$ cat config.mk
export PLATFORM = sky130hd
export DESIGN_NAME = seq_divider_flat
export DESIGN_NICKNAME = d
export VERILOG_FILES = /design/src/rtl/seq_divider_if.sv /design/src/rtl/seq_divider.sv /design/src/flat_wrapper.sv
export SDC_FILE = /design/constraint.sdc
export NUM_CORES = 1
export LEC_CHECK = 0
export ABC_AREA = 1
export CORE_UTILIZATION = 40
export CTS_BUF_LIST = sky130_fd_sc_hd__clkbuf_8 sky130_fd_sc_hd__clkbuf_16
export DETAILED_ROUTE_END_ITERATION = 12
export PLACE_DENSITY = 0.73
export SLEW_MARGIN = 30
export SYNTH_ARGS = -nofsm -noshare
export SYNTH_HDL_FRONTEND = slang
export SYNTH_SLANG_ARGS = --single-unit
export TNS_END_PERCENT = 20
$ cat constraint.sdc
create_clock -name clk -period 2.95 [get_ports clk]
set_input_delay 0.885 -clock clk [delete_from_list [all_inputs] [get_ports clk]]
set_output_delay 0.885 -clock clk [all_outputs]
set_load 0.05 [all_outputs]
$ cat src/rtl/seq_divider_if.sv
// Start/done handshake and result bus of the sequential divider.
// signed_mode exists only when DIV_SIGNED_EN is defined.
interface seq_divider_if #(
  parameter int DIVIDEND_W = 8,
  parameter int DIVISOR_W  = 7
);
  logic                  start;
  logic [DIVIDEND_W-1:0] dividendin;
  logic [DIVISOR_W-1:0]  divisorin;
`ifdef DIV_SIGNED_EN
  logic                  signed_mode;
`endif
  logic                  busy;
  logic                  done;
  logic [DIVIDEND_W-1:0] quotient;
  logic [DIVISOR_W-1:0]  remainder;
  logic                  div_by_zero;

`ifdef DIV_SIGNED_EN
  modport master (
    output start, dividendin, divisorin, signed_mode,
    input  busy, done, quotient, remainder, div_by_zero
  );
  modport slave (
    input  start, dividendin, divisorin, signed_mode,
    output busy, done, quotient, remainder, div_by_zero
  );
`else
  modport master (
    output start, dividendin, divisorin,
    input  busy, done, quotient, remainder, div_by_zero
  );
  modport slave (
    input  start, dividendin, divisorin,
    output busy, done, quotient, remainder, div_by_zero
  );
`endif
endinterface

$ cat src/rtl/seq_divider.sv
// Restoring divider, one quotient bit per clock, start/busy/done handshake.
// Define DIV_SIGNED_EN for two's-complement operands via signed_mode.
module seq_divider #(
  parameter int DIVIDEND_W = 8,
  parameter int DIVISOR_W  = 7
) (
  input  logic         clk,
  input  logic         reset,
  seq_divider_if.slave bus
);
  localparam int CNT_W = $clog2(DIVIDEND_W + 1);
  localparam int PW    = DIVISOR_W + 1;

  typedef enum logic [1:0] {
    S_IDLE,
    S_RUN,
    S_DONE
  } state_e;

  state_e                state_q, state_d;
  logic [CNT_W-1:0]      cnt_q, cnt_d;
  logic [PW-1:0]         p_q, p_d;
  logic [DIVIDEND_W-1:0] q_q, q_d;
  logic [DIVISOR_W-1:0]  d_q, d_d;
  logic [DIVIDEND_W-1:0] quot_q, quot_d;
  logic [DIVISOR_W-1:0]  rem_q, rem_d;
  logic                  dbz_q, dbz_d;
  logic                  nq_q, nq_d;
  logic                  nr_q, nr_d;

  logic [PW-1:0]         p_sh, t, p_step;
  logic [DIVIDEND_W-1:0] q_step, q_fin, a_mag;
  logic [DIVISOR_W-1:0]  r_fin, b_mag;
  logic                  t_ge, a_neg, b_neg;

  // P < D always holds, so the MSB of P-D at PW bits is a true sign
  always_comb begin
    p_sh   = {p_q[DIVISOR_W-1:0], q_q[DIVIDEND_W-1]};
    t      = p_sh - {1'b0, d_q};
    t_ge   = ~t[PW-1];
    p_step = t_ge ? t : p_sh;
    q_step = {q_q[DIVIDEND_W-2:0], t_ge};
  end

  always_comb begin
`ifdef DIV_SIGNED_EN
    a_neg = bus.signed_mode & bus.dividendin[DIVIDEND_W-1];
    b_neg = bus.signed_mode & bus.divisorin[DIVISOR_W-1];
    a_mag = a_neg ? -bus.dividendin : bus.dividendin;
    b_mag = b_neg ? -bus.divisorin : bus.divisorin;
    q_fin = nq_q ? -q_step : q_step;
    r_fin = nr_q ? -p_step[DIVISOR_W-1:0]
                 : p_step[DIVISOR_W-1:0];
`else
    a_neg = 1'b0;
    b_neg = 1'b0;
    a_mag = bus.dividendin;
    b_mag = bus.divisorin;
    q_fin = q_step;
    r_fin = p_step[DIVISOR_W-1:0];
`endif
  end

  always_comb begin
    state_d = state_q;
    cnt_d   = cnt_q;
    p_d     = p_q;
    q_d     = q_q;
    d_d     = d_q;
    quot_d  = quot_q;
    rem_d   = rem_q;
    dbz_d   = dbz_q;
    nq_d    = nq_q;
    nr_d    = nr_q;
    unique case (state_q)
      S_IDLE, S_DONE: begin
        state_d = S_IDLE;
        if (bus.start) begin
          if (bus.divisorin == '0) begin
            state_d = S_DONE;
            quot_d  = '1;
            rem_d   = '0;
            dbz_d   = 1'b1;
          end else begin
            state_d = S_RUN;
            q_d     = a_mag;
            d_d     = b_mag;
            p_d     = '0;
            cnt_d   = CNT_W'(DIVIDEND_W);
            nq_d    = a_neg ^ b_neg;
            nr_d    = a_neg;
          end
        end
      end
      S_RUN: begin
        p_d   = p_step;
        q_d   = q_step;
        cnt_d = cnt_q - CNT_W'(1);
        if (cnt_q == CNT_W'(1)) begin
          state_d = S_DONE;
          quot_d  = q_fin;
          rem_d   = r_fin;
          dbz_d   = 1'b0;
        end
      end
      default: state_d = S_IDLE;
    endcase
  end

  always_ff @(posedge clk or posedge reset) begin
    if (reset) begin
      state_q <= S_IDLE;
      cnt_q   <= '0;
      p_q     <= '0;
      q_q     <= '0;
      d_q     <= '0;
      quot_q  <= '0;
      rem_q   <= '0;
      dbz_q   <= 1'b0;
      nq_q    <= 1'b0;
      nr_q    <= 1'b0;
    end else begin
      state_q <= state_d;
      cnt_q   <= cnt_d;
      p_q     <= p_d;
      q_q     <= q_d;
      d_q     <= d_d;
      quot_q  <= quot_d;
      rem_q   <= rem_d;
      dbz_q   <= dbz_d;
      nq_q    <= nq_d;
      nr_q    <= nr_d;
    end
  end

  assign bus.busy        = (state_q == S_RUN);
  assign bus.done        = (state_q == S_DONE);
  assign bus.quotient    = quot_q;
  assign bus.remainder   = rem_q;
  assign bus.div_by_zero = dbz_q;
endmodule

$ cat src/flat_wrapper.sv
// flat-port wrapper written by rule: the top's interface ports become plain ports
module seq_divider_flat 
#(
  parameter int DIVIDEND_W = 8,
  parameter int DIVISOR_W  = 7
)
  (clk, reset, bus_start, bus_dividendin, bus_divisorin, bus_busy, bus_done, bus_quotient, bus_remainder, bus_div_by_zero);
  seq_divider_if #(.DIVIDEND_W(DIVIDEND_W), .DIVISOR_W(DIVISOR_W)) bus_i ();
  input  logic clk;
  input  logic reset;
  input wire logic [$bits(bus_i.start)-1:0] bus_start;
  input wire logic [$bits(bus_i.dividendin)-1:0] bus_dividendin;
  input wire logic [$bits(bus_i.divisorin)-1:0] bus_divisorin;
  output wire logic [$bits(bus_i.busy)-1:0] bus_busy;
  output wire logic [$bits(bus_i.done)-1:0] bus_done;
  output wire logic [$bits(bus_i.quotient)-1:0] bus_quotient;
  output wire logic [$bits(bus_i.remainder)-1:0] bus_remainder;
  output wire logic [$bits(bus_i.div_by_zero)-1:0] bus_div_by_zero;
  assign bus_i.start = bus_start;
  assign bus_i.dividendin = bus_dividendin;
  assign bus_i.divisorin = bus_divisorin;
  assign bus_busy = bus_i.busy;
  assign bus_done = bus_i.done;
  assign bus_quotient = bus_i.quotient;
  assign bus_remainder = bus_i.remainder;
  assign bus_div_by_zero = bus_i.div_by_zero;
  seq_divider #(.DIVIDEND_W(DIVIDEND_W), .DIVISOR_W(DIVISOR_W)) u_core (.clk(clk), .reset(reset), .bus(bus_i));
endmodule
Yosys cells after proc, flatten, opt, wreduce, memory -nomap -nowiden
Index checks and enable logic that the tools add are counted.
{"block": "totals", "regBits": 44, "n_memories": 0, "out_inout_bits": 18, "latchBits": 0, "mem_bits_ro": 0, "ramBits": 0, "wordCells": 52, "inputBits": 18}
{"block": "classes", "mul": 0, "bitwise": 2, "muxes": 26, "eq_ne": 7, "n_lt_le_gt_ge": 0, "shifts": 0, "div": 0, "n_addsub": 2, "n_reduce_logical": 7}
{"op": "two-way mux 7 bit", "n": 6}
{"op": "two-way mux 8 bit", "n": 5}
{"op": "case mux 8 bit (2 select lines)", "n": 2}
{"op": "case mux 7 bit (2 select lines)", "n": 2}
{"op": "two-way mux 4 bit", "n": 2}
{"op": "case mux 4 bit (2 select lines)", "n": 1}
{"op": "subtractor 8 x 7 -> 8 bit", "n": 1}
{"op": "zero test 7 bit", "n": 1}
{"op": "two-way mux 2 bit", "n": 3}
{"op": "AND reduction 3 bit", "n": 2}
{"op": "== test 4 x 1 -> 1 bit (second input constant)", "n": 1}
{"op": "inequality test 2 x 1 -> 1 bit (second input constant)", "n": 2}
{"op": "inequality test 2 bit (second input constant)", "n": 2}
{"op": "case mux 2 bit (2 select lines)", "n": 1}
{"op": "AND reduction 4 bit", "n": 1}
{"op": "subtractor 4 x 1 -> 4 bit (second input constant)", "n": 1}
{"op": "two-way mux 1 bit", "n": 3}
{"op": "== test 2 x 1 -> 1 bit (second input constant)", "n": 1}
{"op": "== test 2 bit (second input constant)", "n": 1}
{"op": "zero test 2 bit", "n": 1}
{"op": "inverter 1 bit", "n": 2}
{"op": "case mux 1 bit (2 select lines)", "n": 1}
{"op": "nonzero test 2 bit", "n": 1}
{"op": "OR reduction 2 bit", "n": 1}

Logic depth before layout (Yosys ltp)
Gate-level depths: netlist of the first run.
{"block": "logic_depth", "word_depth": 4, "mapped_depth": 13}

Worst setup path before layout of the first run
Ideal clock, no wire load.
{"block": "synth_path", "kind": "register to output", "startpoint": "reg u_core.state_q[1]", "endpoint": "out bus_done", "setup_slack_ns": 0.944, "arrival_ns": 1.121, "path_buffers": 0, "stages_incl_launch_ff": 3, "cell_sequence": "dfrtp_1 > inv_1 > nor2_1"}
{"block": "synth_between", "elab_chain_cells": 1}
{"item": "start: declaration", "line_no": "seq_divider.sv:20", "rtl": "state_e state_q, state_d;"}
{"item": "start signal: assignment", "line_no": "seq_divider.sv:123", "rtl": "state_q <= state_d;"}
{"item": "== test 2 bit", "line_no": "seq_divider.sv:137", "rtl": "assign bus.done = (state_q == S_DONE);"}
{"item": "end: declaration", "line_no": "flat_wrapper.sv:15", "rtl": "output wire logic [$bits(bus_i.done)-1:0] bus_done;"}
Every way passes these cells.

Worst setup path after layout of the first run
Ends and elaborated chain as after synthesis.

==> results of run 1 <==
## power groups by stage
| stage | logic, W | clock network (W) | registers [W] |
|---|---|---|---|
| 4_1_cts | 0.00202 | 0.000402 | 0.00101 |
| 6_report | 0.00200 | 0.000388 | 0.00101 |
| 5_1_grt | 0.00224 | 0.000431 | 0.00104 |
| 3_5_place_dp | 0.00201 | 0 | 0.00102 |
| 2_1_floorplan | 0.00128 | 0 | 0.00130 |
| 3_3_place_gp | 0.00196 | 0 | 0.00101 |
## worst min-delay path by stage
stage | startpoint | end | slack, ns | depth (start not counted)
CTS | u_core.cnt_q[3]$_DFFE_PP0P_ | u_core.cnt_q[3]$_DFFE_PP0P_ | 0.49 | 1
global placement | u_core.bus.quotient[6]$_DFFE_PP0P_ | u_core.bus.quotient[6]$_DFFE_PP0P_ | 0.47 | 2
detailed placement | u_core.bus.quotient[6]$_DFFE_PP0P_ | u_core.bus.quotient[6]$_DFFE_PP0P_ | 0.46 | 2
floorplan | u_core.cnt_q[3]$_DFFE_PP0P_ | u_core.cnt_q[3]$_DFFE_PP0P_ | 0.45 | 1
finish | u_core.cnt_q[3]$_DFFE_PP0P_ | u_core.cnt_q[3]$_DFFE_PP0P_ | 0.48 | 1
global route | u_core.cnt_q[3]$_DFFE_PP0P_ | u_core.cnt_q[3]$_DFFE_PP0P_ | 0.50 | 1
## critical path: stages, from the launching register on
cell             delay (ns)
dfrtp_1                0.45
inv_1                  0.06
nor2_1                 0.10
clkdlybuf4s50_1        0.81
## stage by stage
step / hold slack, ns / total power [W] / area, um^2 / std cells
after floorplan: 0.446 / 0.00258 / 2370 / 288
after global placement: 0.466 / 0.00297 / 2750 / 388
after detailed placement: 0.464 / 0.00303 / 2750 / 388
after CTS: 0.489 / 0.00343 / 2850 / 396
after global routing: 0.503 / 0.00371 / 2850 / 396
final: 0.482 / 0.00340 / 2850 / 396
## area by class of cell
class / instances / area [um^2] / share of cell area [%]
Sequential cell: 44 / 1100 / 38.7
Multi-Input combinational cell: 196 / 1050 / 36.8
Timing Repair Buffer: 38 / 373 / 13.1
Inverter: 38 / 143 / 5.01
Tap cell: 72 / 90.1 / 3.16
Clock buffer: 6 / 82.6 / 2.90
Clock inverter: 2 / 11.3 / 0.395
## layout by cell type, fill, tap and decap left out, drive strengths merged
| cell | instances |
|---|---|
| nand2 | 106 |
| dfrtp | 44 |
| inv | 38 |
| clkdlybuf4s50 | 35 |
| nand3 | 27 |
| o21ai | 14 |
| nor2 | 10 |
| ha | 9 |
| a21oi | 9 |
| o211ai | 7 |
| clkbuf | 6 |
| xnor2 | 3 |
| o22ai | 3 |
| buf | 3 |
| nor3 | 2 |
| nand4 | 2 |
| or2 | 1 |
| xor2 | 1 |
| clkinv | 1 |
| mux2i | 1 |
| fa | 1 |
| clkinvlp | 1 |
## layer usage
metal,wire length [um],part of all wire [%],global-route usage [%],vias up
met5,0,0,0,-
met4,97,1.9,7.64,0
met3,184,3.7,3.79,10
met2,2500,50,30.1,39
met1,2240,45,23.0,917
li1,-,-,-,983
## cell families (layout without fill, tap and decap cells)
logic type               count (synthesis)  in the layout  synth area share (%)
flip-flops                              44             44                  46.4
AO/OA/AOI/OAI                           33             33                  8.18
buffers and inverters                   48             84                  9.44
adder cells (fa/ha/maj)                 10             10                  5.59
multiplexers                             1              1                 0.422
AND/OR/NAND/NOR                        148            148                  28.5
XOR/XNOR                                 4              4                  1.48
## flip-flops by register name, indices dropped and copies added, names as in the netlist
register / flops
u_core.bus.div_by_zero: 1
u_core.d_q: 7
u_core.bus.quotient: 8
u_core.bus.remainder: 7
u_core.q_q: 8
u_core.state_q: 2
u_core.cnt_q: 4
u_core.p_q: 7
==> flow_summary_export.csv, run 1 <==
group,metric,value,unit
status,status,"complete, no violations",
die,initial_utilization,42.3,%
worst_setup_path,crit_path_start,"u_core.state_q[1]$_DFFE_PP0P_",
sta,max_clock_freq,0.385,GHz
sta,rsz0062_at_grt,"false",
sta,fin_crit_sh,88.1,%
power_and_ir_drop,p_switching,0.00168,W
clocking,cts_sinks,44,
synth,postSynthCellCount,288,
clocking,cts_made_buffers,5,
synth,netlist_top_cells_area,"dfrtp_1 (46%), nand2_1 (16%), inv_1 (5.7%)",
worst_setup_path,arrival,1.71,ns
die,fp.coreArea,5610,um^2
clocking,holdBufCountCts,0,
global_routing,grt_use_total,18.2,%
final_layout,fin_util,50.8,%
worst_setup_path,critPathLaunchType,"flop",
detailed_routing,avgViaCountPerCell,4.92,
synth,synth_top_cell_area_share,46.4,%
worst_hold_path,hold_class,"flop to flop",
worst_setup_path,r2r_cells,6,
synth,yosysSeqAreaShare,46.4,%
sta,final-setup-viol-count,0,
die,io_pins,36,
power_and_ir_drop,ir_drop,0.699,mV
global_routing,overflow,0,
clocking,clk_latency,0.30,ns
sta,post-route-worst-setup-slack,0.351,ns
global_routing,grt_pass1_wl,8710,um
detailed_routing,drc_errors,0,
global_routing,grt_max_degree,45,
worst_setup_path,regToRegSetupSlack,0.83,ns
synth,synth_cell_type_count,32,
worst_setup_path,rr_endpoint,"u_core.q_q[0]$_DFFE_PP0P_",
clocking,cts_resized,0,
power_and_ir_drop,p_leak,1.48,nW
worst_setup_path,crit_end,"bus_done",
sta,worst-slew-pin-transition,0.577,ns
final_layout,drive_above_1_share,8.02,%
sta,skew,0.00808,ns
synth,synthTopCellsByCount,"nand2_1 (101), dfrtp_1 (44), inv_1 (36)",
die,placementRows,27,
detailed_routing,first_pass_iters,4,
die,fp.dieH,79.0,um
final_layout,area_delta_synth_final,20.0,%
worst_setup_path,cp-end-kind,"primary output",
synth,synth.ff_latch_count,44,
worst_setup_path,reg2reg_from,"u_core.state_q[1]$_DFFE_PP0P_",
synth,synth_edf_count,0,
die,die_w,79.0,um
synth,ys.flop_type,"dfrtp_1",
sta,post-route-min-period,2.60,ns
worst_setup_path,cp.required,2.07,ns
synth,netlist_area,2370,um^2
power_and_ir_drop,power_frac_clock,11.4,%
sta,hold_viol,0,
placed_design,placement.io_buffers,35,
placed_design,place_ws,0.363,ns
detailed_routing,wirelength,5020,um
die,die-area,6240,um^2
clocking,clkTransAtPathRegs,0.08,ns
clocking,cts_tree,"built",
clocking,root_buffer,"clkbuf_8",
power_and_ir_drop,p_int,0.00173,W
synth,yosys.cell_count.top_type,"nand2_1",
clocking,cts_buffer_depth,2,
sta,slew_viol_final,0,
synth,async_flop_share,100,%
final_layout,nFillCells,552,
placed_design,gp_congestion,0.825,
global_routing,antenna_found_initial,0,
sta,tns,0,ns
synth,syn_nets,316,
detailed_routing,wire_per_inst,12.7,um
detailed_routing,vias,1949,
detailed_routing,antenna_left,0,
synth,ys_warn_count,0,
placed_design,dp_hpwl,3640,um
clocking,post-cts-setup-buffers,0,
power_and_ir_drop,combPwrFrac,58.9,%
power_and_ir_drop,netSwitchingFraction,49.3,%
detailed_routing,first_iter_violations,147,
sta,slew_headroom,61.5,%
synth,yosys.area.top_type,"dfrtp_1",
worst_setup_path,cp_max_fo,2,
final_layout,diodes,0,
global_routing,grt_pass1_vias,1921,
worst_setup_path,path_class,"flop to primary output",
final_layout,finalNetCount,351,
synth,synth.avg_cell_area,8.24,um^2
clocking,h-tree-depth,2,
job,maxCapViolCount,0,
power_and_ir_drop,seqPwrFrac,29.7,%
power_and_ir_drop,p_per_area,1190,nW/um^2
(Power assumes the default switching activity.)
==> inputs of run 2 (changes only) <==
--- a/config.mk
+++ b/config.mk
@@ -10,7 +10,6 @@
 export CTS_BUF_LIST = sky130_fd_sc_hd__clkbuf_8 sky130_fd_sc_hd__clkbuf_16
 export DETAILED_ROUTE_END_ITERATION = 12
 export PLACE_DENSITY = 0.73
-export SLEW_MARGIN = 30
 export SYNTH_ARGS = -nofsm -noshare
 export SYNTH_HDL_FRONTEND = slang
 export SYNTH_SLANG_ARGS = --single-unit
==> results of run 2 <==
No change in the layout: final DEF, timing and power equal those of run 1.
==> inputs of run 3 (changes only) <==
--- a/config.mk
+++ b/config.mk
@@ -9,6 +9,7 @@
 export CORE_UTILIZATION = 40
 export CTS_BUF_LIST = sky130_fd_sc_hd__clkbuf_8 sky130_fd_sc_hd__clkbuf_16
 export DETAILED_ROUTE_END_ITERATION = 12
+export HOLD_SLACK_MARGIN = 0.02
 export PLACE_DENSITY = 0.73
 export SYNTH_ARGS = -nofsm -noshare
 export SYNTH_HDL_FRONTEND = slang
==> results of run 3 <==
No change in the layout: final DEF, timing and power equal those of run 1.
